$ cat config.mk
export PLATFORM = sky130hd
export DESIGN_NAME = typing_tracker
export DESIGN_NICKNAME = d
export VERILOG_FILES = /design/src/rtl/typing_pkg.sv /design/src/rtl/cursor_counter.sv /design/src/rtl/typing_tracker.sv
export SDC_FILE = /design/constraint.sdc
export NUM_CORES = 1
export LEC_CHECK = 0
export ABC_CLOCK_PERIOD_IN_PS = 3600
export BUFFER_PORTS_ARGS = -buffer_cell sky130_fd_sc_hd__buf_4
export CORE_UTILIZATION = 30
export CTS_BUF_LIST = sky130_fd_sc_hd__clkbuf_4 sky130_fd_sc_hd__clkbuf_8
export DETAILED_ROUTE_END_ITERATION = 10
export PLACE_DENSITY_LB_ADDON = 0.12
export SLEW_MARGIN = 5
export SYNTH_ARGS = -nofsm -noshare
export SYNTH_HDL_FRONTEND = slang
export SYNTH_SLANG_ARGS = --single-unit
export TNS_END_PERCENT = 5
$ cat constraint.sdc
create_clock -name clk -period 3.6 [get_ports clk]
set_input_delay 0 -clock clk [delete_from_list [all_inputs] [get_ports clk]]
set_output_delay 0 -clock clk [all_outputs]
set_load 0.05 [all_outputs]
$ cat src/rtl/typing_pkg.sv
// typing_pkg: shared state encoding, ASCII constants and default geometry for typing_tracker.
package typing_pkg;
    typedef enum logic [1:0] {IDLE, CHECK, PEEK, DONE} state_t;
    localparam logic [6:0] ASCII_NUL = 7'h00;
    localparam logic [6:0] ASCII_BS = 7'h08;
    localparam logic PROMPT_SEL = 1'b1;
    localparam int DEF_COLS = 64;
    localparam int DEF_ROWS = 5;
endpackage

$ cat src/rtl/cursor_counter.sv
// cursor_counter: column/row cursor with row wrap in both directions and a linear index kept in step.
// Ports: clk, reset_n (sync, active-low); inc/dec/clr step, step back or zero the cursor;
//        x/y cursor position, idx = y*COLS + x (registered alongside x/y).
module cursor_counter #(
    parameter int COLS = 64,
    parameter int ROWS = 5,
    parameter int XW = $clog2(COLS),
    parameter int YW = $clog2(ROWS + 1),
    parameter int IW = 12
) (
    input  logic          clk,
    input  logic          reset_n,
    input  logic          inc,
    input  logic          dec,
    input  logic          clr,
    output logic [XW-1:0] x,
    output logic [YW-1:0] y,
    output logic [IW-1:0] idx
);
    // idx is its own register so the prompt address is valid the same cycle x/y change,
    // and stays correct even when COLS is not a power of two.
    always_ff @(posedge clk) begin
        if (!reset_n || clr) begin
            x <= '0;
            y <= '0;
            idx <= '0;
        end else if (inc) begin
            if (x == XW'(COLS - 1)) begin
                x <= '0;
                y <= y + 1'b1;
            end else begin
                x <= x + 1'b1;
            end
            idx <= idx + 1'b1;
        end else if (dec && idx != '0) begin
            if (x == '0) begin
                x <= XW'(COLS - 1);
                y <= y - 1'b1;
            end else begin
                x <= x - 1'b1;
            end
            idx <= idx - 1'b1;
        end
    end
endmodule

$ cat src/rtl/typing_tracker.sv
// typing_tracker: compares keystrokes against prompt_rom and tracks the typing cursor for the renderer.
// Ports: clk, reset_n (sync, active-low); key_valid/key_ascii/key_ready keystroke handshake;
//        restart (leaves DONE); letter_index/selection/prompt_char prompt_rom access;
//        correct_index_x/y cursor; hit/miss one-cycle pulses; done level; keystroke_cnt/error_cnt.
// Build option: define TRACKER_BACKSPACE_EN to make 0x08 move the cursor back instead of comparing.
module typing_tracker
    import typing_pkg::*;
#(
    parameter int COLS = DEF_COLS,
    parameter int ROWS = DEF_ROWS,
    parameter int PROMPT_LEN = 320,
    parameter int CNT_W = 16
) (
    input  logic             clk,
    input  logic             reset_n,
    input  logic             key_valid,
    input  logic [7:0]       key_ascii,
    output logic             key_ready,
    input  logic             restart,
    output logic [11:0]      letter_index,
    output logic             selection,
    input  logic [6:0]       prompt_char,
    output logic [31:0]      correct_index_x,
    output logic [31:0]      correct_index_y,
    output logic             hit,
    output logic             miss,
    output logic             done,
    output logic [CNT_W-1:0] keystroke_cnt,
    output logic [CNT_W-1:0] error_cnt
);
    localparam int XW = $clog2(COLS);
    localparam int YW = $clog2(ROWS + 1);
    localparam logic [11:0] END_IDX = 12'(PROMPT_LEN);

    state_t state, next;
    logic [6:0] key_q;
    logic [XW-1:0] x;
    logic [YW-1:0] y;
    logic inc, dec, clr, accept, hit_d, miss_d;
    logic unused;

    // Bit 7 of the keystroke carries no prompt information.
    assign unused = key_ascii[7];
    assign selection = PROMPT_SEL;
    assign key_ready = state == IDLE;
    assign done = state == DONE;
    assign correct_index_x = 32'(x);
    assign correct_index_y = 32'(y);

    cursor_counter #(.COLS(COLS), .ROWS(ROWS), .XW(XW), .YW(YW), .IW(12)) u_cursor (
        .clk(clk),
        .reset_n(reset_n),
        .inc(inc),
        .dec(dec),
        .clr(clr),
        .x(x),
        .y(y),
        .idx(letter_index)
    );

    always_comb begin
        next = state;
        inc = 1'b0;
        dec = 1'b0;
        clr = 1'b0;
        accept = 1'b0;
        hit_d = 1'b0;
        miss_d = 1'b0;
        case (state)
            PEEK: next = (prompt_char == ASCII_NUL || letter_index == END_IDX) ? DONE : IDLE;
            IDLE: begin
                accept = key_valid;
                next = key_valid ? CHECK : IDLE;
            end
            CHECK: begin
`ifdef TRACKER_BACKSPACE_EN
                if (key_q == ASCII_BS) begin
                    dec = 1'b1;
                    next = IDLE;
                end else
`endif
                if (key_q == prompt_char) begin
                    hit_d = 1'b1;
                    inc = 1'b1;
                    next = PEEK;
                end else begin
                    miss_d = 1'b1;
                    next = IDLE;
                end
            end
            DONE: begin
                clr = restart;
                next = restart ? PEEK : DONE;
            end
            default: next = PEEK;
        endcase
    end

    always_ff @(posedge clk) begin
        if (!reset_n) begin
            state <= PEEK;
            key_q <= '0;
            hit <= 1'b0;
            miss <= 1'b0;
            keystroke_cnt <= '0;
            error_cnt <= '0;
        end else begin
            state <= next;
            hit <= hit_d;
            miss <= miss_d;
            if (accept)
                key_q <= key_ascii[6:0];
            if (clr)
                keystroke_cnt <= '0;
            else if (accept && ~&keystroke_cnt)
                keystroke_cnt <= keystroke_cnt + 1'b1;
            if (clr)
                error_cnt <= '0;
            else if (miss_d && ~&error_cnt)
                error_cnt <= error_cnt + 1'b1;
        end
    end
endmodule
# After elaboration in Yosys (flattened, before gate mapping)
# Index checks and enable logic that the tools add are counted.
# classes
mux	12
n_eq_ne	6
bitwise_logic	1
reduce_logical	13
addsub	5
# op_table
op	n
adder 16 x 1 -> 16 bit, second input constant	2
AND reduction 16 bit	2
adder 12 x 1 -> 12 bit, second input constant	1
equality test 12 x 9 -> 1 bit, second input constant	1
two-way mux 1 bit	8
case mux 2 bit (4 select lines)	1
equality test 7 bit	1
zero test 7 bit	1
adder 6 x 1 -> 6 bit, second input constant	1
equality test 6 bit, second input constant	1
two-way mux 6 bit	1
equality test 2 bit, second input constant	2
two-way mux 2 bit	2
adder 3 x 1 -> 3 bit, second input constant	1
zero test 1 bit	3
equality test 2 x 1 -> 1 bit, second input constant	1
logical AND 1 bit	2
zero test 2 bit	1
logical OR 1 bit	2
AND reduction 2 bit	1
OR reduction 2 bit	1
NOT 1 bit	1
# word_totals
ff_bits	64
wordCells	46
inputBits	19

# Depth between registers and ports, before layout
# Gate-level depths: netlist of the first run.
# logic_depth
ltp_word	4
ltp_mapped	7
mapped_depth_nobuf	6

# Hierarchy
# From an unflattened synthesis of the first run, not the netlist that was laid out.
# hier_totals
cells_unflattened	505
hier_area_um2	4181.5
# modules_own_cells
mod	seq_area_each_um2	cells_per_inst	n_inst	area_each_um2
typing_tracker	860.8	313	1	2618.8
cursor_counter	420.4	192	1	1562.7

# Least setup slack after synthesis of the first run
# No wires, ideal clock.
# synth_path
path_kind	reg-to-reg
startpoint	register error_cnt[3]
endpoint	register error_cnt[13]
setup_ns	0.070
path_stages_with_launch	6
arrival_time_ns	2.179
path_buffers	0
path_slack_ns	1.351
path_cell_list	dfxtp_1 > and4_4 > nand3_2 > a2111o_1 > or4_1 > a21oi_1
# synth_via
elab_chain_len	3
# synth_rtl
element	line	source
start, declared	typing_tracker.sv:29	output logic [CNT_W-1:0] error_cnt
start signal, assigned	typing_tracker.sv:120	error_cnt <= error_cnt + 1'b1;
branches (longest 3 deep; another with adder 16 x 1 -> 16 bit)	n/a	
# Several ways; the timed one is not identified.
# A chain may end at the register's enable or synchronous reset.

# Final worst setup path of the first run
# layout_path
startpoint	register key_q[3]
endpoint	register u_cursor.idx[11]
# layout_via
elab_chain_len	3
# layout_rtl
element	line	source
start, declared	typing_tracker.sv:36	logic [6:0] key_q;
start signal, assigned	typing_tracker.sv:112	key_q <= key_ascii[6:0];
equality test 7 bit	typing_tracker.sv:82	if (key_q == prompt_char) begin
two-way mux 1 bit	typing_tracker.sv:82	
two-way mux 1 bit	n/a	
end signal, assigned	cursor_counter.sv:34	idx <= idx + 1'b1;
end signal, assigned	cursor_counter.sv:42	idx <= idx - 1'b1;
end, declared	cursor_counter.sv:18	output logic [IW-1:0] idx
# Every way passes these cells.

==> reports/metrics.yaml, run 1 <==
worstPathMaxFanout: 16
reg2reg_from: "key_q[3]"
p_sw_uw: 478.6
grt_pass1_vias: 2944
min_from: "prompt_char[1]"
layout.cells.non_filler: 661
yosys_warnings: 0
gp_congestion: 0.7609
relSlewSlack: 0.4144
peakVddDrop_mv: 0.2566
hp-class: "in -> reg"
critical_path_class: "reg -> reg"
use_met3: 0.04355
swShare: 0.2974
n_antenna_cell: 0
pwr-share-clk: 0.409
synth_seq_area_share: 0.3549
fp-row-count: 39
hpwlAfterDp_um: 6235
synth_area_mm2: 0.003610
dp.cells: 636
cts_buffer_depth: 2
cts_setup_buffers: 0
final.period_utilization: 0.6435
drt_iter0_drc: 117
fin_ws_ns: 1.283
worstPathRequired_ns: 3.89
yosys.area_share.simple: 0.2478
synth_top_cell_area_share: 0.3549
antenna_found_initial: 0
cts_tree: "done"
synthAdderAreaFrac: 0.02080
cts-buffers-inserted: 9
hold_viol: 0
io_buffer_count: 74
yosysMostFrequentCell: "dfxtp_1"
synthArstFlopShare: 0
internal_power_uw: 1131
r2r_slack_ns: 1.28
drc: 9
total_leakage_power_uw: 0.001807
grt_max_degree: 27
fin_setup_tns_ns: 0
nNetsFinal: 538
drt_first_pass_iters: 7
reg2reg_depth: 6
whs_path_depth: 6
synth_top_family_by_area: "simple AND/OR/NAND/NOR gates"
synth-edff-count: 0
syn_area_per_cell_um2: 8.454
die_area_mm2: 0.01247
overflow: 0
cp-end-kind: "flip-flop"
busiest_layer: "met2"
max-cap-violations: 0
post-place-ws_ns: 1.261
maxSlewViolCount: 0
ys_top_cells_by_area: "dfxtp_1 (35%), buf_4 (12%), or4_1 (4.0%)"
die_w_um: 111.7
outcome: "finished, violations left"
power_density_mw_per_mm2: 363.6
muxShareOfSynthArea: 0.03050
cts.sinks: 64
yosys.area.top_type: "dfxtp_1"
setup_violations: 0
antenna_left: 0
core-area_mm2: 0.01156
clkSlewWorstSetupHoldPaths_ns: 0.07
clk_latency_ns: 0.35
synthDistinctLibCells: 51
drive_above_1_share: 0.2066
clock.fmax_mhz: 431.7
holdPathEnd: "state[1]"
synth.ff_latch_count: 64
vias: 3177
rr_endpoint: "u_cursor.idx[11]"
grt_pass1_wl_um: 14370
via_per_inst: 4.806
grt_use_met2: 0.2360
drt_wl_total_um: 8706
finalCriticalPeriod_ns: 2.317
syn_to_final_growth_pct: 22.63
synthCells: 427
dieHeight_um: 111.7
ioPinCount: 132
startpoint_type: "flip-flop"
rsz0062_at_grt: "false"
wire_per_inst_um: 13.17
clock-skew-final_ns: 0.009965
cts_max_level: 3
ys.flop_type: "dfxtp_1"
tightest_slew_ns: 0.8785
failed_checks: "DRC"
synth-compound-area-share: 0.1477
synth_common_cells: "dfxtp_1 (64), buf_4 (57), nor2_1 (35)"
grtUsageMet1: 0.1775
track_usage: 0.1441
start_util: 0.3121
cts-root-buf: "clkbuf_8"
synth_xor_area_frac: 0.05338
worstPathArrival_ns: 2.60
seqPwrFrac: 0.449
power_frac_comb: 0.142
-- layout make-up --
| class | instances | area [µm²] |
|---|---|---|
| clock buffers | 13 | 166.4 |
| clock inverters | 3 | 40.04 |
| fillers | 1225 | 7138 |
| inverters | 9 | 33.78 |
| multi-input cells | 338 | 2021 |
| flip-flops and latches | 64 | 1281 |
| well taps | 143 | 178.9 |
| repair buffers | 91 | 705.7 |
-- timing repair --
action | CTS | global route
hold buffers | 8 | 1
resized for setup | 0 | 0
endpoints found under the hold margin | 9 | 1
-- layout by cell type (no fill, tap or decap), types with 2 or more instances in the layout --
master and n:
o211ai_1 7, o2111ai_1 2, or4_1 19, buf_4 82, a2111oi_0 3, xnor2_1 11
a21oi_1 25, and4_1 2, nor3_1 3, nor4_1 6, inv_1 9, o31a_1 4
clkbuf_8 11, conb_1 56, o21ai_0 13, nand4_1 11, and4_4 2, dfxtp_1 64
clkbuf_4 2, nor2b_1 2, nor2_1 35, o31ai_1 14, nand2_1 32, ha_1 6
clkinv_2 2, dlygate4sd3_1 9, and3_1 9, or3_1 6, mux2i_1 11, xor2_1 11
nand2b_1 2, nand3_1 15, a2111o_1 2, and2_1 6, o21a_1 3, o41ai_1 2
-- per-stage QoR --
step / hold WS (ns) / utilization / area, µm² / power [µW]
2_1_floorplan: 0.08618 / - / 3812 / 969.0
3_3_place_gp: 0.2287 / 0.3571 / 4130 / 959.8
3_5_place_dp: 0.2292 / 0.3571 / 4130 / 960.4
4_1_cts: 0.001308 / 0.3819 / 4417 / 1636
5_1_grt: 0.3287 / 0.3828 / 4427 / 1680
6_report: 0.2486 / 0.3828 / 4427 / 1609
-- power by group through the flow --
stage | Clock [µW] | Sequential (µW) | Combinational [µW]
after floorplan | 0 | 745 | 224
after global placement | 0 | 739 | 220
after detailed placement | 0 | 739 | 221
after CTS | 685 | 723 | 228
after global routing | 715 | 724 | 241
final | 658 | 723 | 228
-- how the worst max path moves through the flow --
stage,startpoint,end,slack (ns),cells past startpoint
after floorplan,error_cnt[3],error_cnt[13],1.35,5
after global placement,key_q[3],u_cursor.idx[11],1.28,6
after detailed placement,key_q[3],u_cursor.idx[11],1.26,6
after CTS,key_q[3],u_cursor.idx[11],1.24,6
after global routing,key_q[6],u_cursor.idx[5],1.07,6
final,key_q[3],u_cursor.idx[11],1.28,6
-- worst max-delay path: stages, from the launching register on --
cell and delay, ns:
dfxtp_1 0.32, xor2_1 0.17, nor3_2 0.29, nand3_1 0.47, buf_4 0.35, or4_1 0.50, a21oi_1 0.14
-- logic make-up (layout without fill, tap and decap cells) --
group | count (synthesis) | after routing
fa+ha+maj | 6 | 6
compound gates | 81 | 81
flops | 64 | 64
xor+xnor | 22 | 22
other cells | 2 | 56
mux | 11 | 11
buf+inv | 79 | 116
simple gates | 162 | 162
-- metal layers --
layer  share of wire  wire [µm]
met5               0          0
met4           0.014        124
met3           0.052        453
met2            0.47       4103
met1            0.46       4025
-- registers in the layout, summed over array words and instances (netlist names) --
signal	count
u_cursor.idx	12
state	2
key_q	7
error_cnt	16
u_cursor.x	6
keystroke_cnt	16
u_cursor.y	3
miss	1
hit	1
(Power assumes the default switching activity.)
==> inputs of run 2 (changes only) <==
--- a/config.mk
+++ b/config.mk
@@ -5,7 +5,7 @@
 export SDC_FILE = /design/constraint.sdc
 export NUM_CORES = 1
 export LEC_CHECK = 0
-export ABC_CLOCK_PERIOD_IN_PS = 3600
+export ABC_CLOCK_PERIOD_IN_PS = 2040
 export BUFFER_PORTS_ARGS = -buffer_cell sky130_fd_sc_hd__buf_4
 export CORE_UTILIZATION = 30
 export CTS_BUF_LIST = sky130_fd_sc_hd__clkbuf_4 sky130_fd_sc_hd__clkbuf_8
==> constraint.sdc (replaced) <==
create_clock -name clk -period 2.04 [get_ports clk]
set_input_delay 0 -clock clk [delete_from_list [all_inputs] [get_ports clk]]
set_output_delay 0 -clock clk [all_outputs]
set_load 0.05 [all_outputs]
==> reports/metrics.yaml, run 2 (synthesis results as in run 1) <==
drt_first_pass_iters: 7  # unchanged
syn_to_final_growth_pct: 27.73
via_per_inst: 4.846  # +0.83%
internal_power_uw: 2005  # +77%
drt_wl_total_um: 9147  # +5.1%
mostFrequentLayoutCell: "buf_4"
cts-buffers-inserted: 9  # unchanged
cts.sinks: 64  # unchanged
critPathLaunch: "error_cnt[0]"
dieHeight_um: 111.7  # unchanged
core-area_mm2: 0.01156  # unchanged
failed_checks: "DRC"
fin_ws_ns: 0.07076  # -1.213 ns
clock.fmax_mhz: 507.8  # +18%
fin_hold_ws_ns: 0.01829  # -0.2303 ns
pwr-share-clk: 0.405  # -0.004
nNetsFinal: 553  # +2.8%
outcome: "finished, violations left"
reg2reg_from: "error_cnt[0]"
power_density_mw_per_mm2: 617.9  # +70%
seqPwrFrac: 0.447  # -0.002
hpwlAfterDp_um: 6631  # +6.3%
drt_iter0_drc: 150  # +28%
drive_above_1_share: 0.2570  # +0.05047
reg2reg_depth: 6  # unchanged
vias: 3276  # +3.1%
cts-root-buf: "clkbuf_8"
whs_path_depth: 3  # -3
fp-row-count: 39  # unchanged
clk_latency_ns: 0.35  # about the same
critical_path_class: "reg -> reg"
grt_max_degree: 37  # +37%
gp_congestion: 0.7647  # +0.50%
cp-end-kind: "flip-flop"
num-fill-cells: 1199  # -2.1%
tightest_slew_ns: 0.6434  # -0.2350 ns
post-place-ws_ns: 0.04673  # -1.214 ns
final_cell_mix: "buf_4 (96), conb_1 (56), dfxtp_1 (55)"
n_antenna_cell: 0  # unchanged
reg.largest.list: "error_cnt x16, keystroke_cnt x16, u_cursor.idx x12"
die_w_um: 111.7  # unchanged
cts_buffer_depth: 2  # unchanged
p_sw_uw: 843.4  # +76%
place_area_mm2: 0.004262  # +3.2%
hold_viol: 0  # unchanged
peakVddDrop_mv: 0.3224  # +26%
die_area_mm2: 0.01247  # unchanged
track_usage: 0.1470  # +0.002894
relSlewSlack: 0.5600  # +0.1456
worstPathArrival_ns: 2.25  # -0.35 ns
rr_endpoint: "error_cnt[13]"
rsz0062_at_grt: "true"
swShare: 0.2961  # -0.001364
cts_tree: "done"
io_buffer_count: 74  # unchanged
total_leakage_power_uw: 0.001913  # +5.9%
setup_violations: 0  # unchanged
worstPathRequired_ns: 2.32  # -1.57 ns
ioPinCount: 132  # unchanged
grt_pass1_vias: 3021  # +2.6%
antenna_left: 0  # unchanged
worstPathMaxFanout: 6  # -10
start_util: 0.3121  # unchanged
clock-skew-final_ns: 0.008017  # -0.001948 ns
hp-class: "in -> reg"
final_cell_area_mm2: 0.004611  # +4.2%
startpoint_type: "flip-flop"
power_frac_comb: 0.147  # +0.005
min_from: "restart"
final.period_utilization: 0.9653  # +0.3218
grt_pass1_wl_um: 14670  # +2.1%
wire_per_inst_um: 13.53  # +2.7%
overflow: 0  # unchanged
antenna_found_initial: 0  # unchanged
r2r_slack_ns: 0.07  # -1.21 ns
drc: 9  # unchanged
max-cap-violations: 0  # unchanged
finalCriticalPeriod_ns: 1.969  # -0.3473 ns
clkSlewWorstSetupHoldPaths_ns: 0.07  # about the same
maxSlewViolCount: 0  # unchanged
holdPathEnd: "state[0]"
cts_max_level: 3  # unchanged
## run 2: power by group through the flow
stage / clock network [µW] / registers (µW) / logic [µW]
3_5_place_dp: 0 / 1300 / 403
2_1_floorplan: 0 / 1310 / 395
3_3_place_gp: 0 / 1300 / 402
5_1_grt: 1250 / 1280 / 442
4_1_cts: 1200 / 1270 / 416
6_report: 1150 / 1270 / 420
## run 2: worst max path at each step
| stage | endpoint |
|---|---|
| after floorplan | error_cnt[5] |
| after global placement | error_cnt[13] |
| after detailed placement | error_cnt[13] |
| after CTS | error_cnt[13] |
| after global routing | error_cnt[13] |
| final | error_cnt[13] |
## run 2: cell type report
class,count,area (µm²),area share
multi-input combinational,338,2051,0.4448
sequential,64,1295,0.2809
timing repair buffer,106,845.8,0.1834
tap,143,178.9,0.03881
clock buffer,13,166.4,0.03609
clock inverter,3,40.04,0.008684
inverter,9,33.78,0.007327
## run 2: critical path, stage by stage (launching register included)
cell and delay (ns):
dfxtp_4 0.37, ha_2 0.20, and3_1 0.20, and3_1 0.17, a2111o_1 0.32, or4_1 0.50, a21oi_1 0.15
## run 2: timing repair
| item | CTS | global route |
|---|---|---|
| setup buffers | 0 | 1 |
| endpoints found under the setup margin | 0 | 4 |
| resized for setup | 0 | 5 |
| hold buffers | 8 | 0 |
| hold endpoints to repair | 9 | 0 |
## run 2: per-layer routing
metal	part of all wire	routed length [µm]	up-vias	GRT usage
li1	-	-	1642	-
met1	0.46	4180	1542	0.1734
met2	0.48	4405	85	0.2522
met3	0.051	462	7	0.04573
met4	0.011	99	0	0.04865
met5	0	0	-	0
## run 2: per-stage QoR
step / TNS, ns / power [µW] / util / instances
2_1_floorplan: 0 / 1709 / - / 481
3_3_place_gp: 0 / 1704 / 0.3685 / 650
6_report: 0 / 2849 / 0.3987 / 676
4_1_cts: 0 / 2888 / 0.3933 / 674
3_5_place_dp: 0 / 1705 / 0.3685 / 650
5_1_grt: -0.003451 / 2966 / 0.3987 / 676
